## config.mk

```make
export PLATFORM = sky130hd
export DESIGN_NAME = ifetch_rom_arbiter_flat
export DESIGN_NICKNAME = d
export VERILOG_FILES = /design/src/rtl/ifetch_rom_arbiter_if.sv /design/src/rtl/ifetch_rom_arbiter.sv /design/src/flat_wrapper.sv
export SDC_FILE = /design/constraint.sdc
export NUM_CORES = 1
export LEC_CHECK = 0
export CAP_MARGIN = 20
export CORE_UTILIZATION = 40
export CTS_CLUSTER_DIAMETER = 30
export DETAILED_ROUTE_END_ITERATION = 6
export PLACE_DENSITY = 0.72
export SYNTH_ARGS = -nofsm -noshare
export SYNTH_HDL_FRONTEND = slang
export SYNTH_SLANG_ARGS = --single-unit
```

## constraint.sdc

```tcl
create_clock -name clk -period 4 [get_ports clk]
set_clock_uncertainty 0.1 [all_clocks]
set_input_delay 0.8 -clock clk [delete_from_list [all_inputs] [get_ports clk]]
set_output_delay 0.8 -clock clk [all_outputs]
set_load 0.03 [all_outputs]
```

## src/rtl/ifetch_rom_arbiter_if.sv

```systemverilog
// Signal bundle between the instruction ROM arbiter, the ROM, the decode stage and the debug read port.
// The slave modport is the arbiter's view of the bundle; the master modport is the view from everything around it.
interface ifetch_rom_arbiter_if;
  logic [31:0] rom_addr;
  logic [31:0] rom_data;
  logic        redirect_valid;
  logic [31:0] redirect_pc;
  logic        inst_valid;
  logic [31:0] inst;
  logic [31:0] inst_pc;
  logic        inst_ready;
  logic        dbg_req;
  logic [31:0] dbg_addr;
  logic        dbg_ack;
  logic [31:0] dbg_data;

  modport slave (
    output rom_addr,
    input  rom_data,
    input  redirect_valid,
    input  redirect_pc,
    output inst_valid,
    output inst,
    output inst_pc,
    input  inst_ready,
    input  dbg_req,
    input  dbg_addr,
    output dbg_ack,
    output dbg_data
  );

  modport master (
    input  rom_addr,
    output rom_data,
    output redirect_valid,
    output redirect_pc,
    input  inst_valid,
    input  inst,
    input  inst_pc,
    output inst_ready,
    output dbg_req,
    output dbg_addr,
    input  dbg_ack,
    input  dbg_data
  );
endinterface

```

## src/rtl/ifetch_rom_arbiter.sv

```systemverilog
// Shares the single combinational instruction-ROM read port between sequential fetch and a debug word-read port.
// Fetched words go into a small prefetch FIFO; a redirect flushes the FIFO and restarts fetch at the new PC.
module ifetch_rom_arbiter #(
  parameter int          DEPTH    = 4,
  parameter logic [31:0] RESET_PC = 32'h0000_0000
) (
  input logic                  clk,
  input logic                  reset,
  ifetch_rom_arbiter_if.slave  bus
);
  localparam int AW = $clog2(DEPTH);
  localparam int CW = AW + 1;

  typedef enum logic {
    GNT_FETCH = 1'b0,
    GNT_DBG   = 1'b1
  } grant_e;

  grant_e        r_last_grant;
  logic [31:0]   r_fetch_pc;
  logic [CW-1:0] r_count;
  logic [AW-1:0] r_head;
  logic [AW-1:0] r_tail;
  logic          r_dbg_ack;
  logic [31:0]   r_dbg_data;
  logic [31:0]   r_mem_pc   [DEPTH];
  logic [31:0]   r_mem_inst [DEPTH];

  logic w_fetch_req;
  logic w_dbg_elig;
  logic w_gnt_dbg;
  logic w_gnt_fetch;
  logic w_pop;
  logic w_unused;

  // No credit is taken for a same-cycle pop, so a full FIFO always skips one fetch slot.
  assign w_fetch_req = (r_count < CW'(DEPTH)) && !bus.redirect_valid;
  assign w_dbg_elig  = bus.dbg_req && !r_dbg_ack;
  assign w_gnt_dbg   = w_dbg_elig && (!w_fetch_req || (r_last_grant == GNT_FETCH));
  assign w_gnt_fetch = w_fetch_req && !w_gnt_dbg;

  assign bus.rom_addr   = w_gnt_dbg ? bus.dbg_addr : r_fetch_pc;
  assign bus.inst_valid = (r_count != '0) && !bus.redirect_valid;
  assign bus.inst       = r_mem_inst[r_head];
  assign bus.inst_pc    = r_mem_pc[r_head];
  assign bus.dbg_ack    = r_dbg_ack;
  assign bus.dbg_data   = r_dbg_data;

  assign w_pop    = bus.inst_valid && bus.inst_ready;
  assign w_unused = &{1'b0, bus.redirect_pc[1:0]};

  always_ff @(posedge clk or negedge reset) begin
    if (!reset) begin
      r_last_grant <= GNT_FETCH;
      r_fetch_pc   <= RESET_PC;
      r_count      <= '0;
      r_head       <= '0;
      r_tail       <= '0;
      r_dbg_ack    <= 1'b0;
      r_dbg_data   <= '0;
    end else begin
      if (w_gnt_dbg) begin
        r_dbg_ack    <= 1'b1;
        r_dbg_data   <= bus.rom_data;
        r_last_grant <= GNT_DBG;
      end else begin
        r_dbg_ack <= 1'b0;
      end

      if (bus.redirect_valid) begin
        r_count    <= '0;
        r_head     <= '0;
        r_tail     <= '0;
        r_fetch_pc <= {bus.redirect_pc[31:2], 2'b00};
      end else begin
        if (w_gnt_fetch) begin
          r_tail       <= r_tail + AW'(1);
          r_fetch_pc   <= r_fetch_pc + 32'd4;
          r_last_grant <= GNT_FETCH;
        end
        if (w_pop) begin
          r_head <= r_head + AW'(1);
        end
        case ({w_gnt_fetch, w_pop})
          2'b10:   r_count <= r_count + CW'(1);
          2'b01:   r_count <= r_count - CW'(1);
          default: r_count <= r_count;
        endcase
      end
    end
  end

  // Entry payload needs no reset: r_count gates every read of it.
  always_ff @(posedge clk) begin
    if (w_gnt_fetch) begin
      r_mem_pc[r_tail]   <= r_fetch_pc;
      r_mem_inst[r_tail] <= bus.rom_data;
    end
  end
endmodule

```

## src/flat_wrapper.sv

```systemverilog
// flat-port wrapper written by rule: the top's interface ports become plain ports
module ifetch_rom_arbiter_flat 
#(
  parameter int          DEPTH    = 4,
  parameter logic [31:0] RESET_PC = 32'h0000_0000
)
  (clk, reset, bus_rom_addr, bus_rom_data, bus_redirect_valid, bus_redirect_pc, bus_inst_valid, bus_inst, bus_inst_pc, bus_inst_ready, bus_dbg_req, bus_dbg_addr, bus_dbg_ack, bus_dbg_data);
  ifetch_rom_arbiter_if bus_i ();
  input logic clk;
  input logic reset;
  output wire logic [$bits(bus_i.rom_addr)-1:0] bus_rom_addr;
  input wire logic [$bits(bus_i.rom_data)-1:0] bus_rom_data;
  input wire logic [$bits(bus_i.redirect_valid)-1:0] bus_redirect_valid;
  input wire logic [$bits(bus_i.redirect_pc)-1:0] bus_redirect_pc;
  output wire logic [$bits(bus_i.inst_valid)-1:0] bus_inst_valid;
  output wire logic [$bits(bus_i.inst)-1:0] bus_inst;
  output wire logic [$bits(bus_i.inst_pc)-1:0] bus_inst_pc;
  input wire logic [$bits(bus_i.inst_ready)-1:0] bus_inst_ready;
  input wire logic [$bits(bus_i.dbg_req)-1:0] bus_dbg_req;
  input wire logic [$bits(bus_i.dbg_addr)-1:0] bus_dbg_addr;
  output wire logic [$bits(bus_i.dbg_ack)-1:0] bus_dbg_ack;
  output wire logic [$bits(bus_i.dbg_data)-1:0] bus_dbg_data;
  assign bus_rom_addr = bus_i.rom_addr;
  assign bus_i.rom_data = bus_rom_data;
  assign bus_i.redirect_valid = bus_redirect_valid;
  assign bus_i.redirect_pc = bus_redirect_pc;
  assign bus_inst_valid = bus_i.inst_valid;
  assign bus_inst = bus_i.inst;
  assign bus_inst_pc = bus_i.inst_pc;
  assign bus_i.inst_ready = bus_inst_ready;
  assign bus_i.dbg_req = bus_dbg_req;
  assign bus_i.dbg_addr = bus_dbg_addr;
  assign bus_dbg_ack = bus_i.dbg_ack;
  assign bus_dbg_data = bus_i.dbg_data;
  ifetch_rom_arbiter #(.DEPTH(DEPTH), .RESET_PC(RESET_PC)) u_core (.clk(clk), .reset(reset), .bus(bus_i));
endmodule
```

# After elaboration in Yosys (flattened, before gate mapping)
# Memory sizes are Yosys's and may differ from the RTL's.
# Cells that the tools add are included.
# word_totals
wordCells	48
n_memories	2
out_inout_bits	130
mem_bits_rw	256
input_bits	101
regBits	73
# classes
muxes	15
reduce_logical	15
eq_ne	2
bitwise	1
order_cmp	1
addsub	5
# mem_list
name	words	width	rd	rd_clocked_by_memory_dff	wr	line_no	text
u_core.r_mem_inst	4	32	1	0	1	ifetch_rom_arbiter.sv:27	logic [31:0] r_mem_inst [DEPTH];
u_core.r_mem_pc	4	32	1	0	1	ifetch_rom_arbiter.sv:26	logic [31:0] r_mem_pc [DEPTH];
# ops
operator	n
$mux 32	3
$add 32x3->32 const B	1
$mux 2	4
$logic_and 1x1->1	6
$mux 1	6
$pmux 3 s2	1
$reduce_bool 3->1	2
$add 2x1->2 const B	2
$logic_not 1->1	4
$reduce_bool 2->1	2
$add 3x1->3 const B	1
$lt 3x3->1 const B	1
$mux 3	1
$sub 3x1->3 const B	1
$eq 2x1->1 const B	1
$eq 2x2->1 const B	1
$logic_or 1x1->1	1
$not 1->1	1

# Logic depth before layout (Yosys ltp)
# logic_depth
ltp_word	10
depth_mapped	8
mapped_depth_nobuf	7

# Worst setup path after synthesis
# OpenSTA, ideal clock, no wires.
# synth_path
kind	input-to-reg
startpoint	input bus_dbg_req
endpoint	memory u_core.r_mem_inst[0][0] (enable)
cell_stages	3
setup_ps	427
t_required_ps	3473
n_path_buf	1
t_arrival_ps	2700
slack_ps	774
path_cell_list	or3b_2 > buf_2 > and3_1
# synth_via
elab_chain_len	6
# synth_lines
item	line_no	text
from (decl)	flat_wrapper.sv:19	input wire logic [$bits(bus_i.dbg_req)-1:0] bus_dbg_req;
$logic_and 1x1->1	ifetch_rom_arbiter.sv:38	assign w_dbg_elig = bus.dbg_req && !r_dbg_ack;
$logic_and 1x1->1	ifetch_rom_arbiter.sv:39	assign w_gnt_dbg = w_dbg_elig && (!w_fetch_req || (r_last_grant == GNT_FETCH));
$logic_not 1->1	ifetch_rom_arbiter.sv:40	assign w_gnt_fetch = w_fetch_req && !w_gnt_dbg;
$logic_and 1x1->1	ifetch_rom_arbiter.sv:40	
$mux 1	ifetch_rom_arbiter.sv:95	if (w_gnt_fetch) begin
$mux 1 (not written as such)	ifetch_rom_arbiter.sv:97	r_mem_inst[r_tail] <= bus.rom_data;
to (decl)	ifetch_rom_arbiter.sv:27	
# No other way between the ends.

# Worst setup path in the final report
# layout_path
startpoint	input bus_redirect_valid
endpoint	output bus_rom_addr[15]
# layout_via
elab_chain_len	6
# layout_lines
item	line_no	text
from (decl)	flat_wrapper.sv:13	input wire logic [$bits(bus_i.redirect_valid)-1:0] bus_redirect_valid;
$logic_not 1->1	ifetch_rom_arbiter.sv:37	assign w_fetch_req = (r_count < CW'(DEPTH)) && !bus.redirect_valid;
$logic_and 1x1->1	ifetch_rom_arbiter.sv:37	
$logic_not 1->1	ifetch_rom_arbiter.sv:39	
$logic_or 1x1->1	ifetch_rom_arbiter.sv:39	
$logic_and 1x1->1	ifetch_rom_arbiter.sv:39	
$mux 32	ifetch_rom_arbiter.sv:42	assign bus.rom_addr = w_gnt_dbg ? bus.dbg_addr : r_fetch_pc;
to (decl)	flat_wrapper.sv:11	output wire logic [$bits(bus_i.rom_addr)-1:0] bus_rom_addr;
# No other way between the ends.

==> impl_metrics.json <==
{
  "cts.path.max_buffers": 3,
  "min_period_ns": 3.752,
  "cts_setup_buffers": 0,
  "synth-seq-cells": 319,
  "setup.worst_path.start_class": "input pin",
  "worstPathMaxFanout": 34,
  "tightestPinTransition_ns": 0.7651,
  "grt_setup_unrepaired": "no",
  "critical_path_required_ns": 3.10,
  "slew_violations": 0,
  "dp_hpwl_um": 19150,
  "vias_per_cell": 5.336,
  "die_w_um": 181.6,
  "cts_hold_buffers": 0,
  "cp-endpoint": "bus_rom_addr[15]",
  "htreeDepth": 3,
  "core-area_um2": 31640,
  "cts_resized": 0,
  "synth_cells": 708,
  "synth-edff-count": 248,
  "ff2ff_path_depth": 4,
  "reg2reg_slack_ns": 1.47,
  "hold_violations": 0,
  "post_dp_cell_area_um2": 15750,
  "yosysWarnings": 0,
  "grt_pass1_vias": 8122,
  "gp_congestion": 0.8021,
  "final.fill_count": 2429,
  "drive_gt1_share_pct": 26.81,
  "ir_drop_uv": 330.6,
  "overflow": 0,
  "setup_violations": 0,
  "finalSetupTns_ns": 0,
  "dr.pass1.iters": 5,
  "grt_pass1_wl_um": 47150,
  "end_kind": "output port",
  "area_growth_pct": 40.73,
  "avgRoutedWirePerCell_um": 21.01,
  "worst_ep_arrival_time_ns": 2.85,
  "ios": 231,
  "final_util_pct": 57.40,
  "multiInputGateArea_um2": 3493,
  "slew_headroom_pct": 48.99,
  "avgSynthCellArea_um2": 18.23,
  "antenna_found_initial": 1,
  "synth.cell_area_um2": 12900,
  "io_buffers": 226,
  "start_util_pct": 40.79,
  "cap_violations": 0,
  "yosysSeqAreaShare_pct": 71.48,
  "cellPowerDensity_nw_per_um2": 804.7,
  "reg2reg_to": "u_core.r_fetch_pc[30]",
  "finalCritPeriodShare_pct": 93.79,
  "clock-sinks": 319,
  "path_clk_slew_ns": 0.05,
  "ys_async_sr_fraction_pct": 22.26,
  "numCtsBuffers": 67,
  "wl_um": 30240,
  "drcViolationCount": 0,
  "cp-startpoint": "bus_redirect_valid",
  "fp-row-count": 65,
  "diodes": 0,
  "worstReg2RegStart": "u_core.r_count[2]",
  "synth_ff_type": "edfxtp_1",
  "worst-setup-path-type": "in2out",
  "grt_max_degree": 53,
  "die_h_um": 181.6,
  "design_area_um2": 18160,
  "final_nets": 1090,
  "die_area_um2": 32980,
  "tritoncts": "built",
  "vias": 7679,
  "hold_path_class": "in2async",
  "fmax_mhz": 266.5,
  "ys_types": 50,
  "clock_latency_ns": 0.54,
  "p_leak_nw": 6.325,
  "cts-root-buf": "clkbuf_16",
  "ant_nets": 0,
  "status": "complete, no violations",
  "track_usage_pct": 18.90,
  "drt_iter0_drc": 500,
  "seq_area_um2": 9231
}
power by group:
group | total [mW] | switching (mW) | internal (mW)
clock network | 5.78 | 1.77 | 4.01
registers | 4.64 | 0.385 | 4.26
logic | 4.18 | 2.26 | 1.93
total | 14.6 | 4.41 | 10.2
how the worst min path moves through the flow:
stage	start	end
2_1_floorplan	reset	u_core.bus.dbg_ack
3_3_place_gp	u_core.bus.dbg_data[18]	u_core.bus.dbg_data[18]
3_5_place_dp	u_core.bus.dbg_data[14]	u_core.bus.dbg_data[14]
4_1_cts	reset	u_core.r_fetch_pc[8]
5_1_grt	reset	u_core.r_fetch_pc[8]
6_report	reset	u_core.r_fetch_pc[8]
kinds of logic after synthesis:
family,count (synthesis),share of synthesized area [%]
compound gates,59,2.977
xor+xnor,11,0.8532
fa+ha+maj,6,0.6400
buf+inv,48,1.687
flops,319,71.48
mux,124,16.21
other cells,1,0.02906
simple gates,140,6.119
synth_stat cells, types with 3 or more instances:
cell type | n | area, um2
a211o_1 | 3 | 26.28
a21oi_1 | 5 | 25.02
a31oi_1 | 14 | 87.58
and2_1 | 5 | 31.28
and3_1 | 10 | 62.56
and4_1 | 8 | 70.07
buf_1 | 3 | 11.26
buf_2 | 18 | 90.09
clkbuf_1 | 17 | 63.81
dfrtp_1 | 71 | 1777
edfxtp_1 | 248 | 7447
ha_1 | 5 | 62.56
inv_1 | 7 | 26.28
mux2_2 | 60 | 675.7
mux4_2 | 62 | 1396
nand2_1 | 31 | 116.4
nand3_1 | 15 | 75.07
nand4_1 | 9 | 56.30
nor2_1 | 25 | 93.84
nor3_1 | 5 | 25.02
o211ai_1 | 4 | 30.03
o21ai_0 | 16 | 80.08
o31ai_1 | 12 | 90.09
or3_1 | 5 | 31.28
or4_1 | 13 | 97.59
xnor2_1 | 6 | 52.55
xor2_1 | 4 | 35.03
placed cells by master (no fill, tap or decap), types with 15 or more instances in the layout:
cell	Yosys	layout
o21ai_0	16	16
mux2_2	60	60
clkdlybuf4s50_1	0	220
nand3_1	15	15
mux4_2	62	62
nor2_1	25	24
buf_4	2	18
clkbuf_16	0	68
nand2_1	31	31
dfrtp_1	71	69
edfxtp_1	248	248
cell type report:
type                            count  area share [%]
Multi-Input combinational cell    342           19.24
Tap cell                          402           2.770
Timing Repair Buffer              246           13.75
Clock inverter                     43           3.314
Clock buffer                       80           9.949
Sequential cell                   319           50.83
Inverter                            7          0.1447
per-layer routing:
metal | share of wire (%) | global-route usage, %
met5 | 0 | 0
met4 | 1.5 | 5.559
met3 | 6.6 | 5.094
met2 | 48 | 30.02
met1 | 44 | 25.54
state kept, by name (all words and copies together), names as in the netlist:
signal and count:
u_core.bus.dbg_ack 1, u_core.bus.dbg_data 32, u_core.r_count 3, u_core.r_fetch_pc 30, u_core.r_head 2, u_core.r_last_grant 1, u_core.r_mem_inst 128, u_core.r_mem_pc 120
u_core.r_tail 2
through the flow:
stage	power, mW	cells	setup slack (ns)	hold WS, ns
global placement	8.872	1316	0.2435	0.3882
CTS	14.78	1439	0.2166	0.2385
finish	14.61	1439	0.2482	0.2174
global route	15.18	1439	0.1428	0.2673
detailed placement	8.938	1316	0.2529	0.3946
floorplan	7.155	709	0.7737	0.4044
critical path: stages:
cell and delay [ns]:
clkdlybuf4s50_1 0.43, nor3b_1 0.41, nor2_4 0.09, buf_12 0.19
mux2_2 0.24, clkdlybuf4s50_1 0.67
Power figures use the tool's default switching activity.
